==> config.mk <==
export PLATFORM = sky130hd
export DESIGN_NAME = aes_mix_columns_iter
export DESIGN_NICKNAME = d
export VERILOG_FILES = /design/src/rtl/aes_mix_columns_iter.sv
export SDC_FILE = /design/constraint.sdc
export NUM_CORES = 1
export LEC_CHECK = 0
export BUFFER_PORTS_ARGS = -buffer_cell sky130_fd_sc_hd__buf_2
export CAP_MARGIN = 10
export CORE_AREA = 2 2 134 136
export CTS_BUF_LIST = sky130_fd_sc_hd__clkbuf_8
export DETAILED_ROUTE_END_ITERATION = 8
export DIE_AREA = 0 0 136 138
export HOLD_SLACK_MARGIN = 0.1
export PLACE_DENSITY = 0.88
export SLEW_MARGIN = 25
export SYNTH_ARGS = -nofsm -noshare
export SYNTH_HDL_FRONTEND = slang
export SYNTH_SLANG_ARGS = --single-unit
==> constraint.sdc <==
create_clock -name clk_i -period 8.85 [get_ports clk_i]
set_clock_uncertainty 0.2 [all_clocks]
set_input_delay 1.3275 -clock clk_i [delete_from_list [all_inputs] [get_ports clk_i]]
set_output_delay 1.3275 -clock clk_i [all_outputs]
set_load 0.005 [all_outputs]
==> src/rtl/aes_mix_columns_iter.sv <==
// aes_mix_columns_iter
// Iterative MixColumns / InvMixColumns engine for a NumCols-column AES-style
// state. A state is accepted on the input handshake, transformed NumLanes
// columns per clock in an internal register, and presented on the output
// handshake. The inverse transform reuses the forward datapath after a cheap
// per-column premultiply step.
//
// Optional feature: define AES_MIXCOL_CLEAR_EN to add the clear_i port, a
// synchronous wipe of the state register, column counter and latched op.

module aes_mix_columns_iter #(
  parameter int NumCols  = 4,
  parameter int NumLanes = 1
) (
  input  logic                  clk_i,
  input  logic                  rst_ni,
`ifdef AES_MIXCOL_CLEAR_EN
  input  logic                  clear_i,
`endif
  input  logic [1:0]            op_i,
  input  logic                  in_valid_i,
  output logic                  in_ready_o,
  input  logic [32*NumCols-1:0] data_i,
  output logic                  out_valid_o,
  input  logic                  out_ready_i,
  output logic [32*NumCols-1:0] data_o
);

  localparam int StateW = 32 * NumCols;
  localparam int CntW   = $clog2(NumCols) + 1;

  localparam logic [CntW-1:0] CntLast  = CntW'(NumCols);
  localparam logic [CntW-1:0] CntStep  = CntW'(NumLanes);

  localparam logic [1:0] OpInv = 2'b10;

  localparam logic [1:0] StIdle = 2'd0;
  localparam logic [1:0] StBusy = 2'd1;
  localparam logic [1:0] StDone = 2'd2;

  // Reject configurations the column scheduler cannot cover exactly.
  if (NumCols < 4 || NumCols > 8 || NumLanes < 1 || (NumCols % NumLanes) != 0)
  begin : gen_bad_params
    $error("aes_mix_columns_iter: NumCols must be 4..8 and divisible by NumLanes");
  end

  // ---------------------------------------------------------------------------
  // GF(2^8) helpers, reduction polynomial 0x11B.
  // ---------------------------------------------------------------------------
  function automatic logic [7:0] xtime(input logic [7:0] b);
    return {b[6:0], 1'b0} ^ (b[7] ? 8'h1b : 8'h00);
  endfunction

  // Forward MixColumns on one column: o_r = 2*b_r ^ 3*b_{r+1} ^ b_{r+2} ^ b_{r+3}.
  function automatic logic [31:0] mix_fwd(input logic [31:0] col);
    logic [7:0]  b [4];
    logic [31:0] res;
    res = '0;
    for (int r = 0; r < 4; r++) begin
      b[r] = col[8*r +: 8];
    end
    for (int r = 0; r < 4; r++) begin
      res[8*r +: 8] = xtime(b[r]) ^ xtime(b[(r+1)%4]) ^ b[(r+1)%4]
                    ^ b[(r+2)%4] ^ b[(r+3)%4];
    end
    return res;
  endfunction

  // Premultiply so that a following forward MixColumns yields the inverse:
  // b0,b2 ^= 4*(b0^b2); b1,b3 ^= 4*(b1^b3).
  function automatic logic [31:0] inv_pre(input logic [31:0] col);
    logic [7:0] u;
    logic [7:0] v;
    u = xtime(xtime(col[7:0]  ^ col[23:16]));
    v = xtime(xtime(col[15:8] ^ col[31:24]));
    return {col[31:24] ^ v, col[23:16] ^ u, col[15:8] ^ v, col[7:0] ^ u};
  endfunction

  // ---------------------------------------------------------------------------
  // Registers
  // ---------------------------------------------------------------------------
  logic [1:0]        state_q, state_d;
  logic [StateW-1:0] data_q,  data_d;
  logic [CntW-1:0]   cnt_q,   cnt_d;
  logic [1:0]        op_q,    op_d;

  logic              op_inv;
  logic [CntW-1:0]   cnt_next;
  logic [31:0]       lane_in  [NumLanes];
  logic [31:0]       lane_out [NumLanes];

  assign op_inv   = (op_q == OpInv);
  assign cnt_next = cnt_q + CntStep;

  // Lane datapath: pick columns cnt..cnt+NumLanes-1 and transform them.
  always_comb begin
    for (int l = 0; l < NumLanes; l++) begin
      // NOTE: every always_comb output gets a default before any conditional
      // assignment so no path leaves it unassigned and no latch is inferred.
      lane_in[l] = '0;
      for (int c = 0; c < NumCols; c++) begin
        if (c == int'(cnt_q) + l) begin
          lane_in[l] = data_q[32*c +: 32];
        end
      end
      lane_out[l] = mix_fwd(op_inv ? inv_pre(lane_in[l]) : lane_in[l]);
    end
  end

  // Next-state logic: handshake FSM plus in-place column write-back.
  always_comb begin
    state_d = state_q;
    data_d  = data_q;
    cnt_d   = cnt_q;
    op_d    = op_q;

    case (state_q)
      StIdle: begin
        if (in_valid_i) begin
          data_d  = data_i;
          op_d    = op_i;
          cnt_d   = '0;
          state_d = StBusy;
        end
      end

      StBusy: begin
        for (int c = 0; c < NumCols; c++) begin
          for (int l = 0; l < NumLanes; l++) begin
            if (c == int'(cnt_q) + l) begin
              data_d[32*c +: 32] = lane_out[l];
            end
          end
        end
        cnt_d = cnt_next;
        if (cnt_next == CntLast) begin
          state_d = StDone;
        end
      end

      StDone: begin
        if (out_ready_i) begin
          state_d = StIdle;
        end
      end

      default: begin
        state_d = StIdle;
      end
    endcase

`ifdef AES_MIXCOL_CLEAR_EN
    // Wipe dominates any handshake in the same cycle.
    if (clear_i) begin
      state_d = StIdle;
      data_d  = '0;
      cnt_d   = '0;
      op_d    = '0;
    end
`endif
  end

  // State, data, counter and op registers with asynchronous reset.
  always_ff @(posedge clk_i or negedge rst_ni) begin
    if (!rst_ni) begin
      state_q <= StIdle;
      // NOTE: the wide state register is reset too, so an aborted operation
      // leaves no key-dependent residue behind; sequential state uses <= only.
      data_q  <= '0;
      cnt_q   <= '0;
      op_q    <= '0;
    end else begin
      state_q <= state_d;
      data_q  <= data_d;
      cnt_q   <= cnt_d;
      op_q    <= op_d;
    end
  end

  // Outputs: result masked to zero whenever it is not being offered.
  assign in_ready_o  = (state_q == StIdle);
  assign out_valid_o = (state_q == StDone);
  assign data_o      = out_valid_o ? data_q : '0;

endmodule
==> flow_summary.json, run 1 <==
{
  "io_buffers": 263,
  "wire_per_inst_um": 21.2,
  "slew_viol_final": 0,
  "finalSetupViolCount": 0,
  "multiInputGateArea_sq_mm": 0.00645,
  "regArea_sq_mm": 0.00338,
  "fmax_mhz": 191,
  "worstPathMaxFanout": 56,
  "h-tree-depth": 4,
  "relSlewSlack": 0.323,
  "synth_cell_type_count": 78,
  "end_kind": "flop",
  "worstPathCellList": "ha_1 -> ha_2 -> buf_4 -> nor2_2 -> o221ai_1 -> a211oi_2 -> o2111a_1 -> nor3_1 -> nand3b_4 -> xor2_1 -> xnor2_1 -> xnor3_1 -> nor2_1 -> o21ai_1",
  "rsz0062_at_grt": "no",
  "vias": 10135,
  "path_clk_slew_ns": 0.08,
  "worst_slack_ns": 3.62,
  "hp-class": "reg -> reg",
  "die_h_um": 138,
  "ant_nets": 0,
  "fillers": 1420,
  "syn_nets": 1351,
  "synth_top_area_frac": 0.332,
  "drc": 0,
  "reg2reg_setup_slack_ns": 3.62,
  "crit_required_ns": 8.98,
  "cp_slowest_cell": "nor2_2",
  "first_pass_iters": 6,
  "synth-seq-area-share": 0.332,
  "via_per_inst": 6.09,
  "synth-async-reset-ratio": 1.00,
  "gp_congestion": 1.01,
  "cp-start-kind": "flop",
  "grt_pass1_wl_mm": 53.3,
  "run_status": "complete, no violations",
  "pre_cts_slack_ns": 3.76,
  "cap_violations": 0,
  "antenna_cells": 0,
  "period_needed_ns": 5.23,
  "clk_path_buf_depth": 2,
  "hold_buffers": 0,
  "drive_gt1_frac": 0.264,
  "drtIter0Drc": 1275,
  "post-cts-setup-buffers": 0,
  "die_area_sq_mm": 0.0188,
  "grt_usage": 0.372,
  "synth_ff_type": "dfrtp_1",
  "tightest_slew_ns": 1.01,
  "hold_ws_ns": 0.314,
  "worst-setup-path-type": "reg -> reg",
  "clock_latency_ns": 0.46,
  "cts_made_buffers": 17,
  "grt_max_degree": 77,
  "yosysTopAreaCell": "dfrtp_1",
  "synth_edf_count": 0,
  "coreArea_sq_mm": 0.0175,
  "post-route-period-util": 0.591,
  "ys_seq_elements": 135,
  "worstPathArrival_ns": 5.36,
  "final.setup.tns_ns": 0,
  "yosysWarnings": 0,
  "tritoncts": "done",
  "dpl.cell_count": 1630,
  "rows": 49,
  "root_buffer": "clkbuf_8",
  "yosys-top-cells-area": "dfrtp_1 33%, and2_1 8.1%, nand2_1 6.2%",
  "final_nets": 1561,
  "syn_inst": 1211,
  "gr-total-overflow": 0,
  "fp.dieW_um": 136,
  "slowest_delay_ns": 0.83,
  "ctsResizeCount": 0,
  "place_hpwl_mm": 26.4,
  "start_util": 0.580,
  "final_cells": 1663,
  "ios": 264,
  "avgSynthCellArea_sq_um": 8.40,
  "first_global_vias": 9366,
  "clock-sinks": 135,
  "finalHoldViolations": 0,
  "antenna_found_initial": 0,
  "syn-cell-area_sq_mm": 0.0102,
  "area_growth_pct": 18.1,
  "drt_wl_total_mm": 35.3
}
==> layout make-up <==
class,count,share of cell area
multi-input cells,983,0.537
repair buffers,277,0.124
clock inverters,15,0.0128
flip-flops and latches,135,0.281
inverters,7,0.00219
clock buffers,17,0.0195
well taps,229,0.0239
==> final timing paths <==
check	startpoint	endpoint	cells past startpoint
worst max-delay path	cnt_q[0]$_DFFE_PN0P_	data_q[92]$_DFFE_PN0P_	14
worst min register to register	data_q[20]$_DFFE_PN0P_	data_q[20]$_DFFE_PN0P_	2
worst min-delay path	data_q[20]$_DFFE_PN0P_	data_q[20]$_DFFE_PN0P_	2
max in group asynchronous	rst_ni	data_q[127]$_DFFE_PN0P_	2
worst max register to register	cnt_q[0]$_DFFE_PN0P_	data_q[92]$_DFFE_PN0P_	14
min in group asynchronous	rst_ni	data_q[52]$_DFFE_PN0P_	1
==> logic make-up after synthesis <==
kind of cell | after synthesis | share of synthesized area
AOI/OAI and AO/OA | 310 | 0.201
xor gates and xnor gates | 145 | 0.161
adders and majority gates | 6 | 0.00738
buffers and inverters | 93 | 0.0405
DFF | 135 | 0.332
muxes | 7 | 0.00812
and+or+nand+nor | 515 | 0.250
==> synth_stat cells (22+ instances only) <==
library cell / count
and2_1: 132
a31oi_1: 66
o21ai_1: 22
clkbuf_1: 57
xor2_1: 45
xnor2_1: 69
o21ai_0: 39
nand2_1: 168
dfrtp_1: 135
nand3b_1: 23
a21oi_1: 86
nor2_1: 134
==> state kept, by name, summed over array words and instances, names as in the netlist <==
name and cells:
cnt_q 3, op_q 2, data_q 128, state_q 2
==> metal layers <==
layer / track usage / vias up / share of wire
met5: 0 / - / 0
met4: 0.127 / 0 / 0.038
met3: 0.132 / 121 / 0.12
met2: 0.559 / 690 / 0.46
met1: 0.502 / 4769 / 0.38
li1: - / 4555 / -
==> through the flow <==
| step | cell area, sq um | util |
|---|---|---|
| 2_1_floorplan | 10200 | - |
| 3_3_place_gp | 11500 | 0.658 |
| 3_5_place_dp | 11600 | 0.661 |
| 4_1_cts | 12000 | 0.683 |
| 5_1_grt | 12000 | 0.685 |
| 6_report | 12000 | 0.685 |
==> cells in the final DEF, fill, tap and decap left out, drive strengths merged, types with 51 or more instances in the layout <==
cell type  netlist  layout
o21ai           62      62
a21oi           94      94
dfrtp          135     135
xnor2           81      81
a31oi           66      66
nor2           138     138
nand2          170     170
buf             29     277
xor2            51      51
and2           132     132
==> worst max-delay path: cells and delay by family, from the launching register on <==
| family | cells | cell delay [ns] |
|---|---|---|
| AOI/OAI and AO/OA | 4 | 1.36 |
| buffers and inverters | 1 | 0.31 |
| adders and majority gates | 2 | 0.39 |
| DFF | 1 | 0.45 |
| and+or+nand+nor | 4 | 1.42 |
| xor gates and xnor gates | 3 | 0.95 |
Power of run 1 is left out: the tool's default activity adds up to more than one toggle a clock period on the data nets, which glitch-free logic cannot reach.
==> run 2: changes to the inputs <==
--- a/config.mk
+++ b/config.mk
@@ -7,12 +7,12 @@
 export LEC_CHECK = 0
 export BUFFER_PORTS_ARGS = -buffer_cell sky130_fd_sc_hd__buf_2
 export CAP_MARGIN = 10
-export CORE_AREA = 2 2 134 136
+export CORE_AREA = 2 2 138 140
 export CTS_BUF_LIST = sky130_fd_sc_hd__clkbuf_8
 export DETAILED_ROUTE_END_ITERATION = 8
-export DIE_AREA = 0 0 136 138
+export DIE_AREA = 0 0 140 142
 export HOLD_SLACK_MARGIN = 0.1
-export PLACE_DENSITY = 0.88
+export PLACE_DENSITY = 0.83
 export SLEW_MARGIN = 25
 export SYNTH_ARGS = -nofsm -noshare
 export SYNTH_HDL_FRONTEND = slang
==> constraint.sdc (replaced) <==
create_clock -name clk_i -period 5.3 [get_ports clk_i]
set_clock_uncertainty 0.2 [all_clocks]
set_input_delay 0.795 -clock clk_i [delete_from_list [all_inputs] [get_ports clk_i]]
set_output_delay 0.795 -clock clk_i [all_outputs]
set_load 0.005 [all_outputs]
==> run 2 against run 1 <==
Effect of this change: the run now ends with DRC left; non-clock buffer count rose by 7; utilization shrank 2.6 points; clock-buffer cell count is the same; register-to-register slack worse by 3.1 ns; setup slack worse by 3.1 ns; critical path depth unchanged; final area rose by 1.2%; global-route usage shrank 1.9 points; largest cell class unchanged.
==> flow_summary.json, run 2 (synthesized netlist as in run 1, its figures left out) <==
{
  "slew_viol_final": 0,
  "ctsResizeCount": 0,
  "h-tree-depth": 4,
  "tritoncts": "done",
  "cp-start-kind": "flop",
  "start_util": 0.551,
  "hold_buffers": 1,
  "worst-setup-path-type": "reg -> reg",
  "clk_path_buf_depth": 2,
  "r2r-start": "cnt_q[0]$_DFFE_PN0P_",
  "hold_depth": 2,
  "post-route-period-util": 0.903,
  "cts_made_buffers": 17,
  "period_needed_ns": 4.79,
  "rows": 50,
  "place_area_sq_mm": 0.0117,
  "regArea_sq_mm": 0.00338,
  "finalHoldViolations": 0,
  "clock_latency_ns": 0.47,
  "cp_common_cell": "xnor2_1",
  "first_pass_iters": 7,
  "io_buffers": 263,
  "reg_top3": "data_q x128, cnt_q x3",
  "reg2reg_setup_slack_ns": 0.51,
  "cp_slowest_cell": "ha_1",
  "drc": 3,
  "place_hpwl_mm": 26.9,
  "drtIter0Drc": 1368,
  "worstPathCellList": "inv_1 -> ha_1 -> buf_4 -> nand2_1 -> o21ai_0 -> mux2_2 -> xnor2_1 -> o21ai_0 -> nand2_1 -> xnor2_1 -> xnor2_1 -> xnor3_1 -> nand2b_1 -> a31oi_1",
  "hold_ws_ns": 0.331,
  "mostFrequentLayoutCells": "262 x buf_2, 168 x nand2_1, 135 x dfrtp_1, 133 x nor2_1, 132 x and2_1",
  "run_status": "finished, violations left",
  "fmax_mhz": 209,
  "clock-sinks": 135,
  "critPathBufInv": 2,
  "antenna_cells": 0,
  "die_area_sq_mm": 0.0199,
  "fillers": 1539,
  "root_buffer": "clkbuf_8",
  "drt_wl_total_mm": 35.5,
  "worstPathArrival_ns": 4.97,
  "slowest_delay_ns": 0.68,
  "end_kind": "flop",
  "reg2reg_to": "data_q[110]$_DFFE_PN0P_",
  "first_global_vias": 9170,
  "layout_commonest_cell": "buf_2",
  "worstPathMaxFanout": 24,
  "fp.dieW_um": 140,
  "cap_violations": 0,
  "hp-class": "reg -> reg",
  "ios": 264,
  "die_h_um": 142,
  "area_growth_pct": 19.5,
  "post-cts-setup-buffers": 0,
  "multiInputGateArea_sq_mm": 0.00645,
  "hp-start": "data_q[60]$_DFFE_PN0P_",
  "via_per_inst": 6.02,
  "final_nets": 1568,
  "grt_usage": 0.354,
  "path_clk_slew_ns": 0.08,
  "cp_top_family": "compound AO/OA/AOI/OAI gates",
  "gr-total-overflow": 0,
  "top_register": "data_q",
  "final.setup.tns_ns": 0,
  "crit_cells": 14,
  "gp_congestion": 0.955,
  "coreArea_sq_mm": 0.0185,
  "violations": "DRC",
  "ant_nets": 0,
  "wire_per_inst_um": 21.2,
  "finalSetupViolCount": 0,
  "fin_area_sq_mm": 0.0122,
  "rsz0062_at_grt": "no",
  "r2r_cells": 14,
  "largest_reg_flops": 128,
  "min_to": "data_q[60]$_DFFE_PN0P_",
  "drive_gt1_frac": 0.267,
  "grt_max_degree": 81,
  "relSlewSlack": 0.339,
  "crit_required_ns": 5.49,
  "tightest_slew_ns": 0.992,
  "grt_pass1_wl_mm": 53.4,
  "antenna_found_initial": 1,
  "vias": 10081
}
-- run 2: changes by cell type in the layout (fill, tap and decap cells not counted), sizes merged --
cell         before  now
bufinv            2    4
inv              11   12
dlygate4sd3       0    1
buf             277  283
clkinvlp          5    2
-- run 2: layout make-up --
cell class,instances,share of cell area
multi-input combinational,983,0.530
clock inverter,15,0.0179
tap,234,0.0241
sequential,135,0.278
timing repair buffer,284,0.129
clock buffer,17,0.0192
inverter,7,0.00216
-- run 2: metal layers --
metal	GRT usage	vias to the layer above	routed length, um
met5	0	-	11
met3	0.0801	90	3680
met2	0.533	627	16200
met4	0.125	2	1190
li1	-	4555	-
met1	0.505	4807	14400
-- run 2: how the worst max path moves through the flow --
stage                          from                 endpoint  slack (ns)
2_1_floorplan  cnt_q[0]$_DFFE_PN0P_   data_q[76]$_DFFE_PN0P_        1.50
3_5_place_dp   cnt_q[0]$_DFFE_PN0P_   data_q[76]$_DFFE_PN0P_        0.69
3_3_place_gp   cnt_q[1]$_DFFE_PN0P_   data_q[76]$_DFFE_PN0P_        0.72
6_report       cnt_q[0]$_DFFE_PN0P_  data_q[110]$_DFFE_PN0P_        0.51
5_1_grt        cnt_q[1]$_DFFE_PN0P_  data_q[108]$_DFFE_PN0P_        0.25
4_1_cts        cnt_q[0]$_DFFE_PN0P_   data_q[76]$_DFFE_PN0P_        0.65
-- run 2: worst reg2reg max path, cell delays in order (launching register included) --
cell,delay (ns)
dfrtp_1,0.45
inv_1,0.11
ha_1,0.68
buf_4,0.32
nand2_1,0.07
o21ai_0,0.33
mux2_2,0.29
xnor2_1,0.09
o21ai_0,0.48
nand2_1,0.21
xnor2_1,0.22
xnor2_1,0.35
xnor3_1,0.38
nand2b_1,0.29
a31oi_1,0.25
-- run 2: metrics by stage --
stage	setup slack, ns	cells	util
after floorplan	1.50	1211	-
after global placement	0.716	1638	0.628
after detailed placement	0.689	1640	0.631
after CTS	0.654	1673	0.656
after global routing	0.252	1675	0.659
final	0.514	1675	0.659
Power of run 2 is left out for the same reason.
